### config.mk
export PLATFORM = sky130hd
export DESIGN_NAME = refresh_cmd_arbiter
export DESIGN_NICKNAME = d
export VERILOG_FILES = /design/src/rtl/dram_cmd_pkg.sv /design/src/rtl/rr_picker.sv /design/src/rtl/refresh_cmd_arbiter.sv
export SDC_FILE = /design/constraint.sdc
export NUM_CORES = 1
export LEC_CHECK = 0
export BUFFER_PORTS_ARGS = -buffer_cell sky130_fd_sc_hd__buf_2
export CAP_MARGIN = 40
export CORE_MARGIN = 8
export CORE_UTILIZATION = 44
export CTS_BUF_LIST = sky130_fd_sc_hd__clkbuf_4 sky130_fd_sc_hd__clkbuf_8
export DETAILED_ROUTE_END_ITERATION = 16
export PLACE_DENSITY = 0.84
export SYNTH_ARGS = -nofsm -noshare
export SYNTH_HDL_FRONTEND = slang
export SYNTH_SLANG_ARGS = --single-unit
### constraint.sdc
create_clock -name sys_clk -period 8.6 [get_ports sys_clk]
set_clock_uncertainty 0.05 [all_clocks]
set_input_delay 1.29 -clock sys_clk [delete_from_list [all_inputs] [get_ports sys_clk]]
set_output_delay 1.29 -clock sys_clk [all_outputs]
set_load 0.02 [all_outputs]
### src/rtl/dram_cmd_pkg.sv
// Shared types for the DRAM command path: arbiter state encoding and the
// strobe group that marks a cycle as carrying a command.
package dram_cmd_pkg;

   typedef enum logic [1:0] {
      ST_NORMAL  = 2'd0,
      ST_DRAIN   = 2'd1,
      ST_REFRESH = 2'd2
   } arb_state_e;

   typedef struct packed {
      logic cas;
      logic ras;
      logic we;
   } cmd_strb_t;

   // A cycle carries a command when any strobe is asserted.
   function automatic logic any_strobe(cmd_strb_t s);
      return s.cas | s.ras | s.we;
   endfunction

endpackage

### src/rtl/rr_picker.sv
// Round-robin request picker: finds the first asserted request at or after
// ptr_i, wrapping modulo NBANKS. Purely combinational.
module rr_picker #(
   parameter int NBANKS = 8,
   localparam int PW    = $clog2(NBANKS)
) (
   input  logic [NBANKS-1:0] req_i,
   input  logic [PW-1:0]     ptr_i,
   output logic              found_o,
   output logic [PW-1:0]     idx_o
);

   logic [PW:0] k;

   // Walk the rotated request vector from the far end back toward ptr_i so the
   // closest request after the pointer is the one left standing.
   always_comb begin
      // NOTE: every variable written here gets a default first so no path can infer a latch.
      found_o = 1'b0;
      idx_o   = '0;
      k       = '0;
      for (int j = NBANKS - 1; j >= 0; j--) begin
         k = {1'b0, ptr_i} + (PW + 1)'(j);
         if (k >= (PW + 1)'(NBANKS)) begin
            k = k - (PW + 1)'(NBANKS);
         end
         if (req_i[k[PW-1:0]]) begin
            found_o = 1'b1;
            idx_o   = k[PW-1:0];
         end
      end
   end

endmodule

### src/rtl/refresh_cmd_arbiter.sv
// Shares the single DRAM command slot between the refresher and NBANKS bank
// machines. Banks are granted round-robin; a pending refresh blocks new bank
// grants, drains the output register, then owns the slot until ref_cmd_last.
module refresh_cmd_arbiter
   import dram_cmd_pkg::*;
#(
   parameter int NBANKS = 8,
   parameter int ABITS  = 17,
   parameter int BABITS = 3
) (
   input  logic                     sys_clk,
   input  logic                     sys_rst,
   input  logic                     ref_cmd_valid,
   output logic                     ref_cmd_ready,
   input  logic                     ref_cmd_last,
   input  logic [ABITS-1:0]         ref_cmd_a,
   input  logic [BABITS-1:0]        ref_cmd_ba,
   input  logic                     ref_cmd_cas,
   input  logic                     ref_cmd_ras,
   input  logic                     ref_cmd_we,
   input  logic [NBANKS-1:0]        bm_valid,
   output logic [NBANKS-1:0]        bm_ready,
   input  logic [NBANKS*ABITS-1:0]  bm_a,
   input  logic [NBANKS*BABITS-1:0] bm_ba,
   input  logic [NBANKS-1:0]        bm_cas,
   input  logic [NBANKS-1:0]        bm_ras,
   input  logic [NBANKS-1:0]        bm_we,
   output logic                     out_valid,
   input  logic                     out_ready,
   output logic [ABITS-1:0]         out_a,
   output logic [BABITS-1:0]        out_ba,
   output logic                     out_cas,
   output logic                     out_ras,
   output logic                     out_we,
   output logic                     refresh_active
);

   localparam int PW = $clog2(NBANKS);

   typedef struct packed {
      logic [ABITS-1:0]  a;
      logic [BABITS-1:0] ba;
      cmd_strb_t         strb;
   } cmd_t;

   arb_state_e    state_q, state_d;
   logic [PW-1:0] rr_ptr_q, rr_ptr_d;
   logic          out_valid_q, out_valid_d;
   cmd_t          out_q, out_d;

   logic          out_free;
   logic          pick_found;
   logic [PW-1:0] pick_idx;
   cmd_t          bank_cmd;
   cmd_t          ref_cmd;

   assign out_free = ~out_valid_q | out_ready;

   rr_picker #(.NBANKS(NBANKS)) u_picker (
      .req_i   (bm_valid),
      .ptr_i   (rr_ptr_q),
      .found_o (pick_found),
      .idx_o   (pick_idx)
   );

   // Gather the refresher payload and the payload of the bank the picker chose.
   always_comb begin
      ref_cmd.a         = ref_cmd_a;
      ref_cmd.ba        = ref_cmd_ba;
      ref_cmd.strb.cas  = ref_cmd_cas;
      ref_cmd.strb.ras  = ref_cmd_ras;
      ref_cmd.strb.we   = ref_cmd_we;
      bank_cmd.a        = bm_a[int'(pick_idx)*ABITS +: ABITS];
      bank_cmd.ba       = bm_ba[int'(pick_idx)*BABITS +: BABITS];
      bank_cmd.strb.cas = bm_cas[pick_idx];
      bank_cmd.strb.ras = bm_ras[pick_idx];
      bank_cmd.strb.we  = bm_we[pick_idx];
   end

   // Next-state, grant and output-register load decisions.
   always_comb begin
      state_d       = state_q;
      rr_ptr_d      = rr_ptr_q;
      out_valid_d   = out_valid_q;
      out_d         = out_q;
      bm_ready      = '0;
      ref_cmd_ready = 1'b0;

      // An accepted command leaves the register unless something replaces it.
      if (out_valid_q && out_ready) begin
         out_valid_d = 1'b0;
      end

      unique case (state_q)
         ST_NORMAL: begin
            if (ref_cmd_valid) begin
               state_d = ST_DRAIN;
            end else if (pick_found && out_free) begin
               bm_ready[pick_idx] = 1'b1;
               out_d              = bank_cmd;
               out_valid_d        = 1'b1;
               rr_ptr_d           = (int'(pick_idx) == NBANKS - 1) ? '0 : pick_idx + 1'b1;
            end
         end
         ST_DRAIN: begin
            if (!ref_cmd_valid) begin
               state_d = ST_NORMAL;
            end else if (out_free) begin
               state_d = ST_REFRESH;
            end
         end
         ST_REFRESH: begin
            // The refresher never stalls, so its commands load regardless of out_ready.
            ref_cmd_ready = 1'b1;
            if (any_strobe(ref_cmd.strb)) begin
               out_d       = ref_cmd;
               out_valid_d = 1'b1;
            end
            if (ref_cmd_last) begin
               state_d = ST_NORMAL;
            end
         end
         default: state_d = ST_NORMAL;
      endcase
   end

   // State, round-robin pointer and output register.
   always_ff @(posedge sys_clk or posedge sys_rst) begin
      if (sys_rst) begin
         state_q     <= ST_NORMAL;
         rr_ptr_q    <= '0;
         out_valid_q <= 1'b0;
         out_q       <= '0;
      end else begin
         // NOTE: non-blocking assignments so every register samples pre-edge values.
         state_q     <= state_d;
         rr_ptr_q    <= rr_ptr_d;
         out_valid_q <= out_valid_d;
         out_q       <= out_d;
      end
   end

   assign out_valid      = out_valid_q;
   assign out_a          = out_q.a;
   assign out_ba         = out_q.ba;
   assign out_cas        = out_q.strb.cas;
   assign out_ras        = out_q.strb.ras;
   assign out_we         = out_q.strb.we;
   assign refresh_active = (state_q != ST_NORMAL);

endmodule

==> results of run 1 <==
report_power, final:
group          total, mW  internal, mW  switching (mW)
Clock              0.150        0.0975          0.0525
Sequential         0.287         0.201          0.0854
Combinational       2.41         0.976            1.43
cell usage in the layout, fill, tap and decap left out, types with 4 or more instances in the layout:
| master | Yosys | final |
|---|---|---|
| buf_2 | 13 | 253 |
| nor2_1 | 57 | 57 |
| a221oi_1 | 45 | 45 |
| nor2b_1 | 45 | 45 |
| mux2i_1 | 32 | 32 |
| a211oi_1 | 30 | 30 |
| dfrtp_1 | 29 | 29 |
| and2_1 | 25 | 25 |
| a221o_1 | 22 | 22 |
| nor3_2 | 21 | 21 |
| nand2_1 | 19 | 19 |
| o21ba_2 | 16 | 16 |
| inv_1 | 12 | 12 |
| nor3_1 | 11 | 11 |
| mux4_2 | 10 | 10 |
| a21oi_1 | 9 | 9 |
| mux2_2 | 7 | 7 |
| o21ba_1 | 6 | 6 |
| clkbuf_8 | 0 | 6 |
| buf_4 | 0 | 6 |
| a31oi_1 | 4 | 4 |
| and3_1 | 4 | 4 |
| nand2b_1 | 4 | 4 |
| o21a_1 | 4 | 4 |
| o21ai_0 | 5 | 4 |
flip-flops by register name, summed over array words and instances, names as in the netlist:
register	count
out_a	17
out_ba	3
state_q	2
out_valid	1
out_cas	1
out_ras	1
out_we	1
rr_ptr_q	3
layer usage:
layer,wire length [um],track usage,up-vias
li1,-,-,2384
met1,7390,0.334,2413
met2,8550,0.428,282
met3,1540,0.0617,35
met4,427,0.0781,2
met5,12,0,-
stage by stage:
stage                     hold slack [ns]  worst slack, ns  area, sq um  total power [mW]  utilization
after floorplan                     0.381             3.47         4250              2.20            -
after global placement              0.391             2.86         5480              2.55        0.571
after detailed placement            0.406             2.72         5550              2.67        0.579
after CTS                           0.416             2.41         5670              2.83        0.591
after global routing                0.463             1.98         5670              3.06        0.591
final                               0.411             2.37         5670              2.84        0.591
area by class of cell:
type,count,area (sq um),area share
Clock buffer,7,90.1,0.0159
Timing Repair Buffer,263,1380,0.244
Multi-Input combinational cell,415,3230,0.570
Clock inverter,1,30.0,0.00530
Tap cell,133,166,0.0293
Sequential cell,29,726,0.128
Inverter,12,45.0,0.00794
cell families (layout without fill, tap and decap cells):
family / count (synthesis) / in the layout / synth area share
xor gates and xnor gates: 5 / 5 / 0.0121
muxes: 51 / 51 / 0.158
DFF: 29 / 29 / 0.171
adders and majority gates: 2 / 2 / 0.00589
AOI/OAI and AO/OA: 161 / 161 / 0.319
and+or+nand+nor: 196 / 196 / 0.261
buffers and inverters: 62 / 283 / 0.0733
worst max-delay path by stage:
| stage | startpoint | to |
|---|---|---|
| after floorplan | bm_valid[1] | bm_ready[2] |
| after global placement | rr_ptr_q[0] | bm_ready[2] |
| after detailed placement | rr_ptr_q[0] | bm_ready[3] |
| after CTS | rr_ptr_q[0] | bm_ready[3] |
| after global routing | rr_ptr_q[0] | bm_ready[7] |
| final | rr_ptr_q[0] | bm_ready[3] |
==> impl_metrics.json, run 1 <==
{
  "dp.cells": 852,
  "max_stage_delay_ns": 0.83,
  "async_flop_share": 1.00,
  "critPathKind": "flip-flop to output port",
  "layoutNonFillerInstCount": 860,
  "rr_endpoint": "out_a[9]",
  "synth_cell_types": 57,
  "overflow": 0,
  "yosysMostFrequentCell": "nor2_1",
  "fp-row-count": 36,
  "period_minus_slack_ns": 6.23,
  "cts_max_path_buffers": 2,
  "gp_congestion": 0.951,
  "clk_latency_ns": 0.28,
  "path_buf_inv": 3,
  "path_clk_slew_ns": 0.06,
  "vias": 5116,
  "vias_per_cell": 5.95,
  "synth_top_area_frac": 0.171,
  "drv_slew": 0,
  "netlist_top_cells_count": "nor2_1 (57), a221oi_1 (45), nor2b_1 (45)",
  "post_cts_buffers": 0,
  "rr_worst_depth": 11,
  "drcViolationCount": 0,
  "die_height_um": 114,
  "arrival_ns": 4.89,
  "synth_ff_type": "dfrtp_1",
  "outcome": "finished clean",
  "synth_top_area_cell": "dfrtp_1",
  "cts_tree": "done",
  "min_path_cells": 1,
  "drive_above_1_share": 0.461,
  "wl_per_cell_um": 20.8,
  "max_freq_mhz": 161,
  "rsz0062_at_grt": "no",
  "drtIter0Drc": 599,
  "slowest_stage": "dfrtp_1",
  "syn-num-nets": 728,
  "synth_cells": 506,
  "grt_usage": 0.262,
  "critPathLaunchType": "flip-flop",
  "syn_to_final_growth_pct": 33.4,
  "grt_pass1_vias": 5266,
  "syn_avg_cell_area_sq_um": 8.40,
  "drv_cap": 0,
  "wl_mm": 17.9,
  "nNetsFinal": 948,
  "synth_top_cells_by_area": "dfrtp_1 (17%), a221oi_1 (9.3%), mux2i_1 (7.5%), nor2b_1 (6.6%), a211oi_1 (5.3%)",
  "leakagePower_nw": 2.66,
  "finalCritPeriodShare": 0.724,
  "hp-class": "flip-flop to flip-flop",
  "cts.sink_count": 29,
  "tightest_slew_ns": 0.882,
  "cp.depth": 12,
  "finalHoldViolCount": 0,
  "relSlewSlack": 0.412,
  "start_util": 0.443,
  "die_area_sq_um": 13100,
  "cts_resized": 0,
  "htree_levels": 2,
  "finalSetupViolations": 0,
  "antenna_found_initial": 1,
  "ys_seq_area_frac": 0.171,
  "numCtsBuffers": 5,
  "nFillCells": 860,
  "drtAntennaViolNets": 0,
  "ir_worst_vdd_mv": 0.230,
  "hold_end": "state_q[0]",
  "r2r_setup_slack_ns": 3.50,
  "tns_ns": 0,
  "synth_edf_count": 0,
  "powerDensity_nw_per_um2": 502,
  "hold_buffers": 0,
  "ios": 254,
  "coreArea_sq_um": 9590,
  "grt_pass1_wl_mm": 27.3,
  "cp-end-kind": "output port",
  "synth-seq-cells": 29,
  "path_cells": "inv_1 -> ha_1 -> mux2_2 -> nor3_1 -> a211oi_1 -> or3_1 -> and3_1 -> a21oi_4 -> buf_4 -> nand2_1 -> nor2_1 -> buf_2",
  "port-buffer-count": 253,
  "crit_family": "simple AND/OR/NAND/NOR gates",
  "place.detailed.hpwl_mm": 14.4,
  "first_pass_iters": 5,
  "synthesis.area_sq_um": 4250,
  "hold_start": "state_q[0]",
  "n_antenna_cell": 0,
  "worstPathRequired_ns": 7.26,
  "cp_max_fo": 49,
  "synth_warnings": 0,
  "clockRootBuffer": "clkbuf_8",
  "die_x_um": 114,
  "reg2reg_from": "rr_ptr_q[0]",
  "grt_max_degree": 70
}
Note: power is estimated with default switching activity, not from simulation.
==> inputs of run 2 (changes only) <==
ABC_AREA = 1   (was not set)
CORE_UTILIZATION = 42   (was 44)
clock period = 5.6 ns   (was 8.6 ns; I/O delays follow)
==> run 2 against run 1 <==
Synthesized cell count up 66%; first-iteration DRC count up 37%; die area up 5.6%; non-clock buffer count unchanged; count of clock-buffer cells in the layout unchanged; global-route usage down 0.51 points; area after synthesis up 1.7%; hold slack better by 0.017 ns; wire length up 3.1%; core utilization down 3.9 points.
==> impl_metrics.json, run 2 <==
{
  "first_pass_iters": 6,
  "synthesis.area_sq_um": 4320,
  "r2r_setup_slack_ns": 1.48,
  "final_core_util": 0.552,
  "dp.cells": 1179,
  "slowest_stage": "dfrtp_1",
  "n_antenna_cell": 0,
  "hp-class": "flip-flop to flip-flop",
  "grt_usage": 0.257,
  "hold_buffers": 0,
  "coreArea_sq_um": 10100,
  "relSlewSlack": 0.357,
  "nFillCells": 1136,
  "cp-end-kind": "output port",
  "cp.depth": 19,
  "crit_family": "simple AND/OR/NAND/NOR gates",
  "nNetsFinal": 1272,
  "die_x_um": 117,
  "drive_above_1_share": 0.279,
  "finalCritPeriodShare": 0.843,
  "cp_max_fo": 47,
  "htree_levels": 2,
  "critPathLaunchType": "flip-flop",
  "wl_per_cell_um": 15.6,
  "cts.sink_count": 29,
  "grt_pass1_vias": 5864,
  "path_buf_inv": 5,
  "multiInputGateArea_sq_um": 3130,
  "synth_edf_count": 0,
  "start_util": 0.427,
  "finalSetupViolations": 0,
  "grt_max_degree": 93,
  "arrival_ns": 3.83,
  "period_minus_slack_ns": 4.72,
  "syn_to_final_growth_pct": 29.4,
  "post_dp_cell_area_sq_um": 5510,
  "ys_seq_area_frac": 0.168,
  "vias_per_cell": 5.26,
  "synth-seq-cells": 29,
  "synth_cells": 842,
  "post_cts_buffers": 0,
  "layoutNonFillerInstCount": 1186,
  "largest_reg_flops": 17,
  "layout_common_cells": "nand2_1 (400), buf_2 (253), nand3_1 (223)",
  "finalInstanceArea_sq_um": 5600,
  "path_cells": "inv_2 -> ha_1 -> inv_1 -> nand3_1 -> nand3_1 -> nand2_2 -> nor2_1 -> nand2_1 -> nand3_1 -> nand2_1 -> nand2_1 -> nand2_1 -> nand2_2 -> buf_4 -> nand2_2 -> nor2_1 -> nand3_1 -> inv_1 -> buf_2",
  "yosysMostFrequentCell": "nand2_1",
  "rsz0062_at_grt": "no",
  "synth_top_area_cell": "nand2_1",
  "wl_mm": 18.5,
  "synth_warnings": 0,
  "port-buffer-count": 253,
  "crit_start": "rr_ptr_q[0]",
  "ios": 254,
  "grt_pass1_wl_mm": 29.6,
  "clockRootBuffer": "clkbuf_8",
  "drcViolationCount": 0,
  "vias": 6234,
  "cts_tree": "done",
  "drtIter0Drc": 823,
  "regArea_sq_um": 726,
  "netlist_top_cells_count": "nand2_1 (403), nand3_1 (223), nor2_1 (62)",
  "drtAntennaViolNets": 0,
  "tns_ns": 0,
  "endpoint": "bm_ready[3]",
  "die_area_sq_um": 13800,
  "rr_worst_depth": 22,
  "antenna_found_initial": 0,
  "syn_avg_cell_area_sq_um": 5.14,
  "cts_resized": 0,
  "numCtsBuffers": 5,
  "outcome": "finished clean",
  "worstPathRequired_ns": 4.71,
  "path_clk_slew_ns": 0.06,
  "synth_ff_type": "dfrtp_1",
  "drv_slew": 0,
  "rr_endpoint": "out_a[12]",
  "finalHoldViolCount": 0,
  "reg2reg_from": "rr_ptr_q[0]",
  "gp_congestion": 0.898,
  "syn-num-nets": 1064,
  "clk_latency_ns": 0.28,
  "die_height_um": 117,
  "critPathKind": "flip-flop to output port",
  "tightest_slew_ns": 0.965,
  "async_flop_share": 1.00,
  "fp-row-count": 37,
  "max_stage_delay_ns": 0.66,
  "drv_cap": 0,
  "synth_cell_types": 27,
  "cts_max_path_buffers": 2,
  "max_freq_mhz": 212,
  "synth_top_cells_by_area": "nand2_1 (35%), nand3_1 (26%), dfrtp_1 (17%), nor2_1 (5.4%), buf_2 (3.1%)",
  "place.detailed.hpwl_mm": 14.3,
  "final_common_cell": "nand2_1",
  "overflow": 0,
  "synth_top_area_frac": 0.350
}
-- run 2: changes by cell type after synthesis, moves of 21 or more --
cell      delta
mux2i_1     -32
a221oi_1    -44
nand3_1    +220
and2_1      -25
nor3_2      -21
a221o_1     -22
a211oi_1    -30
nor2b_1     -45
nand2_1    +384
-- run 2: cell families (layout without fill, tap and decap cells) --
group	Yosys count	count (layout)	share of synthesized area
flops	29	29	0.168
compound gates	15	15	0.0211
xor+xnor	2	2	0.00405
simple gates	706	706	0.690
fa+ha+maj	2	2	0.00579
buf+inv	88	296	0.112
-- run 2: final cells by class --
cell class              instances  share of cell area
well taps                     136              0.0304
flip-flops and latches         29               0.130
multi-input cells             725               0.559
inverters                      26              0.0179
repair buffers                263               0.247
clock buffers                   7              0.0161
-- run 2: worst min-delay path by stage --
stage	from	endpoint	slack, ns	cells past startpoint
2_1_floorplan	state_q[1]	state_q[1]	0.50	3
5_1_grt	out_ba[2]	out_ba[2]	0.45	2
3_3_place_gp	out_we	out_we	0.41	2
4_1_cts	out_ba[0]	out_ba[0]	0.43	2
6_report	out_ba[0]	out_ba[0]	0.43	2
3_5_place_dp	out_a[2]	out_a[2]	0.41	2
-- run 2: worst register-to-register path: stages, from the launching register on --
cell	delay, ns
dfrtp_1	0.66
inv_2	0.19
ha_1	0.45
inv_1	0.18
nand3_1	0.12
nand3_1	0.15
nand2_2	0.10
nor2_1	0.10
nand2_1	0.06
nand3_1	0.06
nand2_1	0.05
nand2_1	0.07
nand2_1	0.07
nand2_2	0.06
buf_4	0.43
nand2_2	0.24
buf_4	0.33
nand2_1	0.15
nand3_1	0.16
nand2_1	0.16
nand2_1	0.06
nand2_1	0.07
nand2_1	0.05
-- run 2: metrics by stage --
| stage | setup slack, ns | hold slack, ns |
|---|---|---|
| detailed placement | 1.32 | 0.409 |
| CTS | 1.00 | 0.427 |
| global route | 0.528 | 0.448 |
| global placement | 1.38 | 0.406 |
| floorplan | 2.05 | 0.498 |
| finish | 0.879 | 0.428 |
-- run 2: routing by layer --
metal	part of all wire	global-route usage	vias up
met5	0	0	-
met4	0.028	0.0737	0
met3	0.094	0.0513	37
met2	0.48	0.433	360
met1	0.40	0.324	2728
li1	-	-	3109
Power of run 2 is not shown: default switching activity piles up to over one toggle a cycle in this logic, so the estimate is an artifact.
==> inputs of run 3 (changes only) <==
clock period = 3.8 ns   (was 5.6 ns; I/O delays follow)
==> run 3 against run 2 <==
Sequential share of layout area is 0.23 points lower; register-to-register slack got worse by 0.93 ns; wire length increased by 2.2%; non-clock buffer count is 4 higher; via count increased by 0.75%; cell count increased by 0.42%; critical endpoint is now bm_ready[4].
==> impl_metrics.json, run 3 (synthesized netlist as in run 2, its figures left out) <==
{
  "numCtsBuffers": 5,
  "cts.sink_count": 29,
  "ios": 254,
  "finalSetupViolations": 0,
  "finalHoldViolCount": 0,
  "htree_levels": 2,
  "place.detailed.hpwl_mm": 14.6,
  "final_core_util": 0.563,
  "port-buffer-count": 253,
  "reg2reg_from": "rr_ptr_q[1]",
  "gp_congestion": 0.927,
  "dp.cells": 1183,
  "die_area_sq_um": 13800,
  "slowest_stage": "dfrtp_2",
  "tns_ns": 0,
  "die_height_um": 117,
  "worstPathRequired_ns": 3.18,
  "vias": 6281,
  "rr_worst_depth": 20,
  "layoutNonFillerInstCount": 1191,
  "vias_per_cell": 5.27,
  "largest_reg_flops": 17,
  "hp-class": "input port to asynchronous set/reset pin",
  "critPathKind": "flip-flop to output port",
  "start_util": 0.427,
  "wl_per_cell_um": 15.9,
  "relSlewSlack": 0.640,
  "n_antenna_cell": 0,
  "drv_cap": 0,
  "post_cts_buffers": 0,
  "rsz0062_at_grt": "no",
  "cts_resized": 0,
  "nNetsFinal": 1276,
  "max_freq_mhz": 283,
  "hold_buffers": 0,
  "rr_endpoint": "out_a[9]",
  "max_stage_delay_ns": 0.48,
  "clockRootBuffer": "clkbuf_8",
  "final_common_cell": "nand2_1",
  "coreArea_sq_um": 10100,
  "grt_pass1_wl_mm": 30.4,
  "wl_mm": 18.9,
  "drtAntennaViolNets": 0,
  "outcome": "finished clean",
  "antenna_found_initial": 0,
  "period_minus_slack_ns": 3.53,
  "clk_latency_ns": 0.28,
  "drive_above_1_share": 0.285,
  "drtIter0Drc": 608,
  "cp_max_fo": 9,
  "grt_max_degree": 93,
  "cts_max_path_buffers": 2,
  "overflow": 0,
  "path_cells": "inv_4 -> ha_2 -> inv_1 -> nand3_1 -> nand3_1 -> nand2_1 -> nor3_1 -> nand3_1 -> nand2_1 -> nor2_4 -> inv_1 -> nor2_1 -> inv_1 -> nor3_1 -> buf_2",
  "arrival_ns": 2.91,
  "die_x_um": 117,
  "cts_tree": "done",
  "drv_slew": 0,
  "drcViolationCount": 0,
  "tightest_slew_ns": 0.539,
  "grt_pass1_vias": 6142,
  "path_clk_slew_ns": 0.06,
  "grt_usage": 0.265,
  "cp-end-kind": "output port",
  "syn_to_final_growth_pct": 31.9,
  "nFillCells": 1054,
  "r2r_setup_slack_ns": 0.55,
  "critPathLaunchType": "flip-flop",
  "layout_common_cells": "nand2_1 (400), buf_2 (253), nand3_1 (223)",
  "fp-row-count": 37,
  "finalCritPeriodShare": 0.930,
  "first_pass_iters": 5
}
[run 3: worst max-delay path by stage]
stage | start | to | cells past startpoint
4_1_cts | rr_ptr_q[1] | bm_ready[0] | 15
2_1_floorplan | rr_ptr_q[1] | bm_ready[0] | 17
5_1_grt | rr_ptr_q[1] | bm_ready[4] | 16
3_3_place_gp | rr_ptr_q[1] | bm_ready[4] | 15
6_report | rr_ptr_q[1] | bm_ready[4] | 15
3_5_place_dp | rr_ptr_q[1] | bm_ready[0] | 15
[run 3: layout make-up]
class / count / area, sq um / area share
clock buffers: 6 / 82.6 / 0.0145
repair buffers: 267 / 1440 / 0.253
inverters: 26 / 100 / 0.0175
clock inverters: 2 / 37.5 / 0.00658
flip-flops and latches: 29 / 727 / 0.127
well taps: 136 / 170 / 0.0298
multi-input cells: 725 / 3150 / 0.552
[run 3: per-stage QoR]
| step | hold slack (ns) | setup WS (ns) | instance area (sq um) |
|---|---|---|---|
| after floorplan | 0.498 | 0.515 | 4320 |
| final | 0.233 | 0.266 | 5710 |
| after detailed placement | 0.411 | 0.357 | 5570 |
| after global placement | 0.409 | 0.409 | 5540 |
| after CTS | 0.246 | 0.00798 | 5690 |
| after global routing | 0.260 | 0.00870 | 5710 |
[run 3: worst max-delay path: cells and delay by family (launching register included)]
kind / cells / cell delay [ns]
adders and majority gates: 1 / 0.41
buffers and inverters: 5 / 0.54
DFF: 1 / 0.48
and+or+nand+nor: 9 / 1.18
[run 3: layer usage]
metal	GRT usage	routed length, um
met3	0.0710	1820
met2	0.452	8930
met1	0.313	7530
met5	0	0
met4	0.0921	609
Power of run 3 is left out for the same reason.
